===== config.mk =====
export PLATFORM = sky130hd
export DESIGN_NAME = ppr_arb_queue
export DESIGN_NICKNAME = d
export VERILOG_FILES = /design/src/rtl/ppr_pkg.sv /design/src/rtl/ppr_rr_arb.sv /design/src/rtl/ppr_arb_queue.sv
export SDC_FILE = /design/constraint.sdc
export NUM_CORES = 2
export LEC_CHECK = 0
export CAP_MARGIN = 20
export CORE_AREA = 2 2 386 388
export DETAILED_ROUTE_END_ITERATION = 8
export DIE_AREA = 0 0 388 390
export MAX_ROUTING_LAYER = met4
export PLACE_DENSITY = 0.71
export REMOVE_ABC_BUFFERS = 1
export SYNTH_ARGS = -nofsm -noshare
export SYNTH_HDL_FRONTEND = slang
export SYNTH_SLANG_ARGS = --single-unit

===== constraint.sdc =====
create_clock -name clk -period 19.1 [get_ports clk]
set_input_delay 1.91 -clock clk [delete_from_list [all_inputs] [get_ports clk]]
set_output_delay 1.91 -clock clk [all_outputs]
set_load 0.05 [all_outputs]

===== src/rtl/ppr_pkg.sv =====
// Shared types and helpers for the PPR request collector/arbiter.
// The request-type encoding matches the per-channel fault tracker outputs.
package ppr_pkg;

    localparam int unsigned PPR_N_CH      = 32;
    localparam int unsigned PPR_ADDR_SIZE = 24;
    localparam int unsigned PPR_CH_W      = $clog2(PPR_N_CH);

    typedef enum logic [1:0] {
        PPR_NONE = 2'b00,
        PPR_SOFT = 2'b01,
        PPR_HARD = 2'b10,
        PPR_RSVD = 2'b11
    } ppr_type_e;

    typedef struct packed {
        ppr_type_e                  typ;
        logic [PPR_ADDR_SIZE-1:0]   addr;
        logic [PPR_CH_W-1:0]        ch;
    } ppr_req_t;

    function automatic logic ppr_is_req(ppr_type_e t);
        return (t == PPR_SOFT) || (t == PPR_HARD);
    endfunction

    // Class priority: hard wins over soft when two copies of a request combine.
    function automatic ppr_type_e ppr_merge(ppr_type_e a, ppr_type_e b);
        return ((a == PPR_HARD) || (b == PPR_HARD)) ? PPR_HARD : a;
    endfunction

endpackage


===== src/rtl/ppr_rr_arb.sv =====
// Two-class round-robin arbiter: any hard request beats every soft one;
// within the winning class the search starts at ptr and wraps.
module ppr_rr_arb #(
    parameter int unsigned N_CH = 32
) (
    input  logic [N_CH-1:0]         req_hard,
    input  logic [N_CH-1:0]         req_soft,
    input  logic [$clog2(N_CH)-1:0] ptr,
    output logic [N_CH-1:0]         gnt,
    output logic                    gnt_valid,
    output logic [$clog2(N_CH)-1:0] gnt_idx,
    output logic [$clog2(N_CH)-1:0] next_ptr
);
    localparam int unsigned CH_W = $clog2(N_CH);

    logic [N_CH-1:0] sel;
    int unsigned     idx;

    always_comb begin
        sel       = (|req_hard) ? req_hard : req_soft;
        gnt_valid = 1'b0;
        gnt_idx   = '0;
        idx       = 0;
        for (int unsigned k = 0; k < N_CH; k++) begin
            idx = int'(unsigned'(ptr)) + k;
            if (idx >= N_CH) idx = idx - N_CH;
            if (!gnt_valid && sel[idx]) begin
                gnt_valid = 1'b1;
                gnt_idx   = CH_W'(idx);
            end
        end
        gnt          = '0;
        gnt[gnt_idx] = gnt_valid;
        next_ptr     = (gnt_idx == CH_W'(N_CH - 1)) ? '0 : gnt_idx + CH_W'(1);
    end

endmodule


===== src/rtl/ppr_arb_queue.sv =====
// Multi-channel PPR request collector: one slot per channel, hard-first
// round-robin arbitration into an issue FIFO with valid/accept handshake.
module ppr_arb_queue
    import ppr_pkg::*;
#(
    parameter int unsigned N_CH      = 32,
    parameter int unsigned ADDR_SIZE = 24,
    parameter int unsigned DEPTH     = 8,
    parameter int unsigned CNT_W     = 16
) (
    input  logic                             clk,
    input  logic                             rst_n,
    input  logic [N_CH-1:0]                  ppr_valid_i,
    input  logic [N_CH-1:0][1:0]             ppr_type_i,
    input  logic [N_CH-1:0][ADDR_SIZE-1:0]   ppr_addr_i,
    output logic [N_CH-1:0]                  ppr_ready_o,
    output logic                             ppr_valid_o,
    input  logic                             ppr_cmd_i,
    output logic [1:0]                       ppr_type_o,
    output logic [ADDR_SIZE-1:0]             ppr_addr_o,
    output logic [$clog2(N_CH)-1:0]          ppr_ch_o,
    output logic [N_CH-1:0]                  ppr_done_o,
    output logic [$clog2(DEPTH):0]           ppr_q_cnt_o,
    output logic [CNT_W-1:0]                 ppr_drop_cnt_o,
    output logic                             ppr_busy_o
);
    localparam int unsigned CH_W = $clog2(N_CH);
    localparam int unsigned AW   = $clog2(DEPTH);
    localparam int unsigned QW   = AW + 1;
    localparam int unsigned PW   = $clog2(N_CH + 1);

    typedef struct packed {
        ppr_type_e              typ;
        logic [ADDR_SIZE-1:0]   addr;
        logic [CH_W-1:0]        ch;
    } entry_t;

    logic [N_CH-1:0]            slot_v;
    ppr_type_e                  slot_typ  [N_CH];
    logic [ADDR_SIZE-1:0]       slot_addr [N_CH];
    ppr_type_e                  in_typ    [N_CH];
    logic [N_CH-1:0]            in_ok, merge, drop, req_hard, req_soft, gnt;
    logic                       gnt_valid, can_push, push, pop;
    logic [CH_W-1:0]            gnt_idx, next_ptr, rr_ptr;
    entry_t                     push_e, head;
    entry_t                     mem [DEPTH];
    logic [AW-1:0]              wr_ptr, rd_ptr;
    logic [QW-1:0]              q_cnt;
    logic [PW-1:0]              drop_n;
    logic [CNT_W:0]             drop_sum;
    logic [CNT_W-1:0]           drop_cnt;
    logic [N_CH-1:0]            done_r;

    always_comb begin
        can_push = (q_cnt < QW'(DEPTH));
        drop_n   = '0;
        for (int unsigned c = 0; c < N_CH; c++) begin
            in_typ[c]   = ppr_type_e'(ppr_type_i[c]);
            in_ok[c]    = ppr_valid_i[c] && ppr_is_req(in_typ[c]);
            merge[c]    = in_ok[c] && slot_v[c] && (slot_addr[c] == ppr_addr_i[c]);
            drop[c]     = (ppr_valid_i[c] && (in_typ[c] == PPR_RSVD)) ||
                          (in_ok[c] && slot_v[c] && (slot_addr[c] != ppr_addr_i[c]));
            req_hard[c] = can_push && slot_v[c] && (slot_typ[c] == PPR_HARD);
            req_soft[c] = can_push && slot_v[c] && (slot_typ[c] != PPR_HARD);
            drop_n      = drop_n + PW'(drop[c]);
        end
        drop_sum = {1'b0, drop_cnt} + (CNT_W + 1)'(drop_n);
    end

    ppr_rr_arb #(.N_CH(N_CH)) u_arb (
        .req_hard  (req_hard),
        .req_soft  (req_soft),
        .ptr       (rr_ptr),
        .gnt       (gnt),
        .gnt_valid (gnt_valid),
        .gnt_idx   (gnt_idx),
        .next_ptr  (next_ptr)
    );

    // A request merging into the slot being granted upgrades the pushed copy,
    // since the slot itself is cleared at the same edge.
    always_comb begin
        push        = gnt_valid;
        push_e.typ  = ppr_merge(slot_typ[gnt_idx], merge[gnt_idx] ? in_typ[gnt_idx] : PPR_NONE);
        push_e.addr = slot_addr[gnt_idx];
        push_e.ch   = gnt_idx;
        pop         = (q_cnt != '0) && ppr_cmd_i;
        head        = mem[rd_ptr];
    end

    always_ff @(posedge clk or negedge rst_n) begin
        if (!rst_n) begin
            slot_v   <= '0;
            rr_ptr   <= '0;
            drop_cnt <= '0;
            for (int unsigned c = 0; c < N_CH; c++) begin
                slot_typ[c]  <= PPR_NONE;
                slot_addr[c] <= '0;
            end
        end else begin
            for (int unsigned c = 0; c < N_CH; c++) begin
                if (gnt[c]) begin
                    slot_v[c] <= 1'b0;
                end else if (slot_v[c]) begin
                    if (merge[c]) slot_typ[c] <= ppr_merge(slot_typ[c], in_typ[c]);
                end else if (in_ok[c]) begin
                    slot_v[c]    <= 1'b1;
                    slot_typ[c]  <= in_typ[c];
                    slot_addr[c] <= ppr_addr_i[c];
                end
            end
            if (gnt_valid) rr_ptr <= next_ptr;
            drop_cnt <= drop_sum[CNT_W] ? '1 : drop_sum[CNT_W-1:0];
        end
    end

    always_ff @(posedge clk) begin
        if (push) mem[wr_ptr] <= push_e;
    end

    always_ff @(posedge clk or negedge rst_n) begin
        if (!rst_n) begin
            wr_ptr <= '0;
            rd_ptr <= '0;
            q_cnt  <= '0;
            done_r <= '0;
        end else begin
            if (push) wr_ptr <= wr_ptr + AW'(1);
            if (pop)  rd_ptr <= rd_ptr + AW'(1);
            unique case ({push, pop})
                2'b10:   q_cnt <= q_cnt + QW'(1);
                2'b01:   q_cnt <= q_cnt - QW'(1);
                default: q_cnt <= q_cnt;
            endcase
            done_r <= pop ? (N_CH'(1) << head.ch) : '0;
        end
    end

    assign ppr_ready_o    = ~slot_v;
    assign ppr_valid_o    = (q_cnt != '0);
    assign ppr_type_o     = ppr_valid_o ? head.typ  : 2'b00;
    assign ppr_addr_o     = ppr_valid_o ? head.addr : '0;
    assign ppr_ch_o       = ppr_valid_o ? head.ch   : '0;
    assign ppr_done_o     = done_r;
    assign ppr_q_cnt_o    = q_cnt;
    assign ppr_drop_cnt_o = drop_cnt;
    assign ppr_busy_o     = (|slot_v) || (q_cnt != '0);

endmodule

==> impl_metrics.py <==
metrics = {
    "status": {
        "status": "complete, no violations",
    },
    "floorplanning": {
        "core.rowCount": 141,
        "pin_count": 984,
        "initial_core_util": 0.5129,
        "fp.dieH_um": 390,
        "core-area_um2": 147100,
        "die_w_um": 388,
        "die_area_um2": 151300,
    },
    "yosys": {
        "synth-edff-count": 248,
        "synth_seq_cells": 1175,
        "avgSynthCellArea_um2": 10.14,
        "synth_top_area_cell": "dfrtp_1",
        "synthesis.instances": 7440,
        "ys_types": 108,
        "ys_seq_area_frac": 0.4061,
        "synthArstFlopShare": 0.7889,
        "synthFlopType": "dfrtp_1",
        "yosysWarnings": 0,
        "syn_area_um2": 75460,
        "yosys-top-cells-area": "dfrtp_1 (31%), edfxtp_1 (9.9%), mux2_1 (9.0%)",
        "synth_top_area_share": 0.3074,
    },
    "sta": {
        "clock-skew-final_ps": 60.96,
        "finalCritPeriodShare": 0.6327,
        "rsz0062_at_grt": "no",
        "fin_crit_ps": 12090,
        "final.setup.tns_ps": 0,
        "maxSlewHeadroom": 0.1389,
        "hold_viol_final": 0,
        "tightest_slew_ps": 1278,
        "finalSetupViolCount": 0,
        "fmax_mhz": 82.75,
        "slew_violations": 0,
    },
    "place": {
        "gp_congestion": 1.125,
        "placed_area_um2": 87140,
        "hpwlAfterDp_um": 297800,
        "dpl.cell_count": 10051,
        "port_buffers": 983,
    },
    "cells_and_area": {
        "final_layout_size_suffix_gt1_frac": 0.09444,
        "n_fill_cell": 11882,
        "fin_nets": 9253,
        "final_common_cell": "nand2_1",
        "area_delta_synth_final_pct": 21.65,
        "design_area_um2": 91800,
        "final_cell_mix": "nand2_1 (1012), clkdlybuf4s50_1 (982), dfrtp_1 (920)",
        "final_cells": 10380,
    },
    "grt": {
        "grt_pass1_vias": 67984,
        "grt_antenna_before_repair": 87,
        "grt_use_total": 0.5037,
        "grt_pass1_wl_um": 523400,
        "grt_overflow_total": 0,
        "grt_max_degree": 206,
    },
    "worst_hold_path": {
        "min_to": "slot_addr[61]",
        "min_path_cells": 1,
        "hold_path_class": "reg2reg",
        "min_from": "slot_addr[61]",
    },
    "setup_path": {
        "endpoint_kind": "flop",
        "crit_fanout": 205,
        "r2r-start": "rr_ptr[1]",
        "cp-startpoint": "rr_ptr[1]",
        "r2r_cells": 26,
        "reg2reg_slack_ps": 7010,
        "r2r_end": "mem[4][18]",
        "worst-setup-path-type": "reg2reg",
        "crit_required_ps": 19550,
        "start_kind": "flop",
        "critPathArrivalTime_ps": 12530,
    },
    "clocking": {
        "cts-resized-gates": 0,
        "post_cts_buffers": 0,
        "htreeDepth": 4,
        "cts_tree": "done",
        "clock_sinks": 1175,
        "ctsRootBufferMaster": "clkbuf_16",
        "cts_max_path_buffers": 3,
        "ctsHoldBuffers": 0,
        "clkTransAtPathRegs_ps": 60,
        "cts_buffers": 132,
        "clock_latency_ps": 810,
    },
    "drt": {
        "vias_per_cell": 6.799,
        "postRouteAntennaNets": 0,
        "post_drt_wl_per_cell_um": 36.65,
        "first_pass_iters": 9,
        "wl_um": 380400,
        "drt-initial-drc-count": 9785,
        "vias": 70578,
        "drc": 0,
    },
    "flow_run": {
        "maxCapViolCount": 0,
    },
}
==> worst max path at each step <==
stage                     depth (start not counted)  slack [ps]             end
final                                            26        7010      mem[4][18]
after floorplan                                  21      -11270  slot_addr[144]
after CTS                                        24        7500      mem[7][13]
after global routing                             26        6980      mem[5][25]
after detailed placement                         24        7560      mem[6][13]
after global placement                           24        7520      mem[6][18]
==> Yosys cell counts (131+ instances only) <==
cell / n
and3_1: 233
mux2_1: 602
nand2_1: 1012
nor2_1: 305
inv_1: 155
nand4_1: 153
a31oi_1: 274
dfrtp_1: 927
o21ai_0: 160
a22oi_1: 131
edfxtp_1: 248
xnor2_1: 455
nor4_1: 162
buf_2: 166
clkbuf_1: 199
a21oi_1: 180
nor3_1: 135
xor2_1: 372
==> sequential cells by signal, summed over array words and instances (netlist names) <==
| register | cells |
|---|---|
| mem | 248 |
| ppr_done_o | 32 |
| ppr_drop_cnt_o | 16 |
| ppr_q_cnt_o | 4 |
| rd_ptr | 3 |
| rr_ptr | 5 |
| slot_addr | 768 |
| slot_typ | 64 |
| slot_v | 32 |
| wr_ptr | 3 |
==> final cells by class <==
class	instances	area (um^2)	area share
timing repair buffer	1145	11160	0.1216
antenna	85	212.7	0.002317
multi-input combinational	5639	42310	0.4609
sequential	1175	30660	0.3340
tap	1930	2415	0.02631
clock inverter	64	772.0	0.008409
clock buffer	177	3632	0.03957
inverter	165	638.1	0.006951
==> per-stage QoR <==
step	hold slack (ps)	worst slack, ps	utilization
global route	542.0	6982	0.6237
floorplan	488.5	-11270	-
CTS	532.8	7497	0.6222
global placement	510.1	7522	0.5921
detailed placement	518.4	7557	0.5922
finish	532.9	7015	0.6239
==> worst max-delay path, stage by stage (launching register included) <==
cell and delay [ps]:
dfrtp_4 630, clkinv_2 70, buf_4 480, ha_4 380, inv_2 210, buf_4 610, nor3_1 210, o31ai_1 540
o31ai_1 290, o21ai_0 510, a221oi_1 240, a311oi_2 850, nand2_1 530, or4_1 950, or3_1 500, o21a_1 180
a21oi_1 170, o31a_2 220, buf_4 430, buf_4 770, buf_12 730, nand2_1 100, and3_1 200, a31oi_1 390
a22oi_1 110, and3_1 290, a31oi_1 710
==> metal layers <==
layer	GRT usage	vias to the layer above	share of wire
li1	-	28801	-
met4	0.3682	0	0.092
met3	0.1503	1296	0.12
met1	0.5927	35182	0.36
met2	0.7327	5299	0.43
met5	-	-	0
==> kinds of logic (layout without fill, tap and decap cells) <==
| group | after synthesis | in the layout | synth area share |
|---|---|---|---|
| fa+ha+maj | 128 | 128 | 0.02391 |
| compound gates | 1199 | 1199 | 0.1078 |
| other cells | 0 | 85 | 0 |
| xor+xnor | 827 | 827 | 0.09599 |
| mux | 993 | 993 | 0.1631 |
| buf+inv | 626 | 1551 | 0.03769 |
| simple gates | 2492 | 2492 | 0.1654 |
| flops | 1175 | 1175 | 0.4061 |
Power is left out: the tool's default activity adds up to more than one toggle a clock period on the data nets, which glitch-free logic cannot reach.
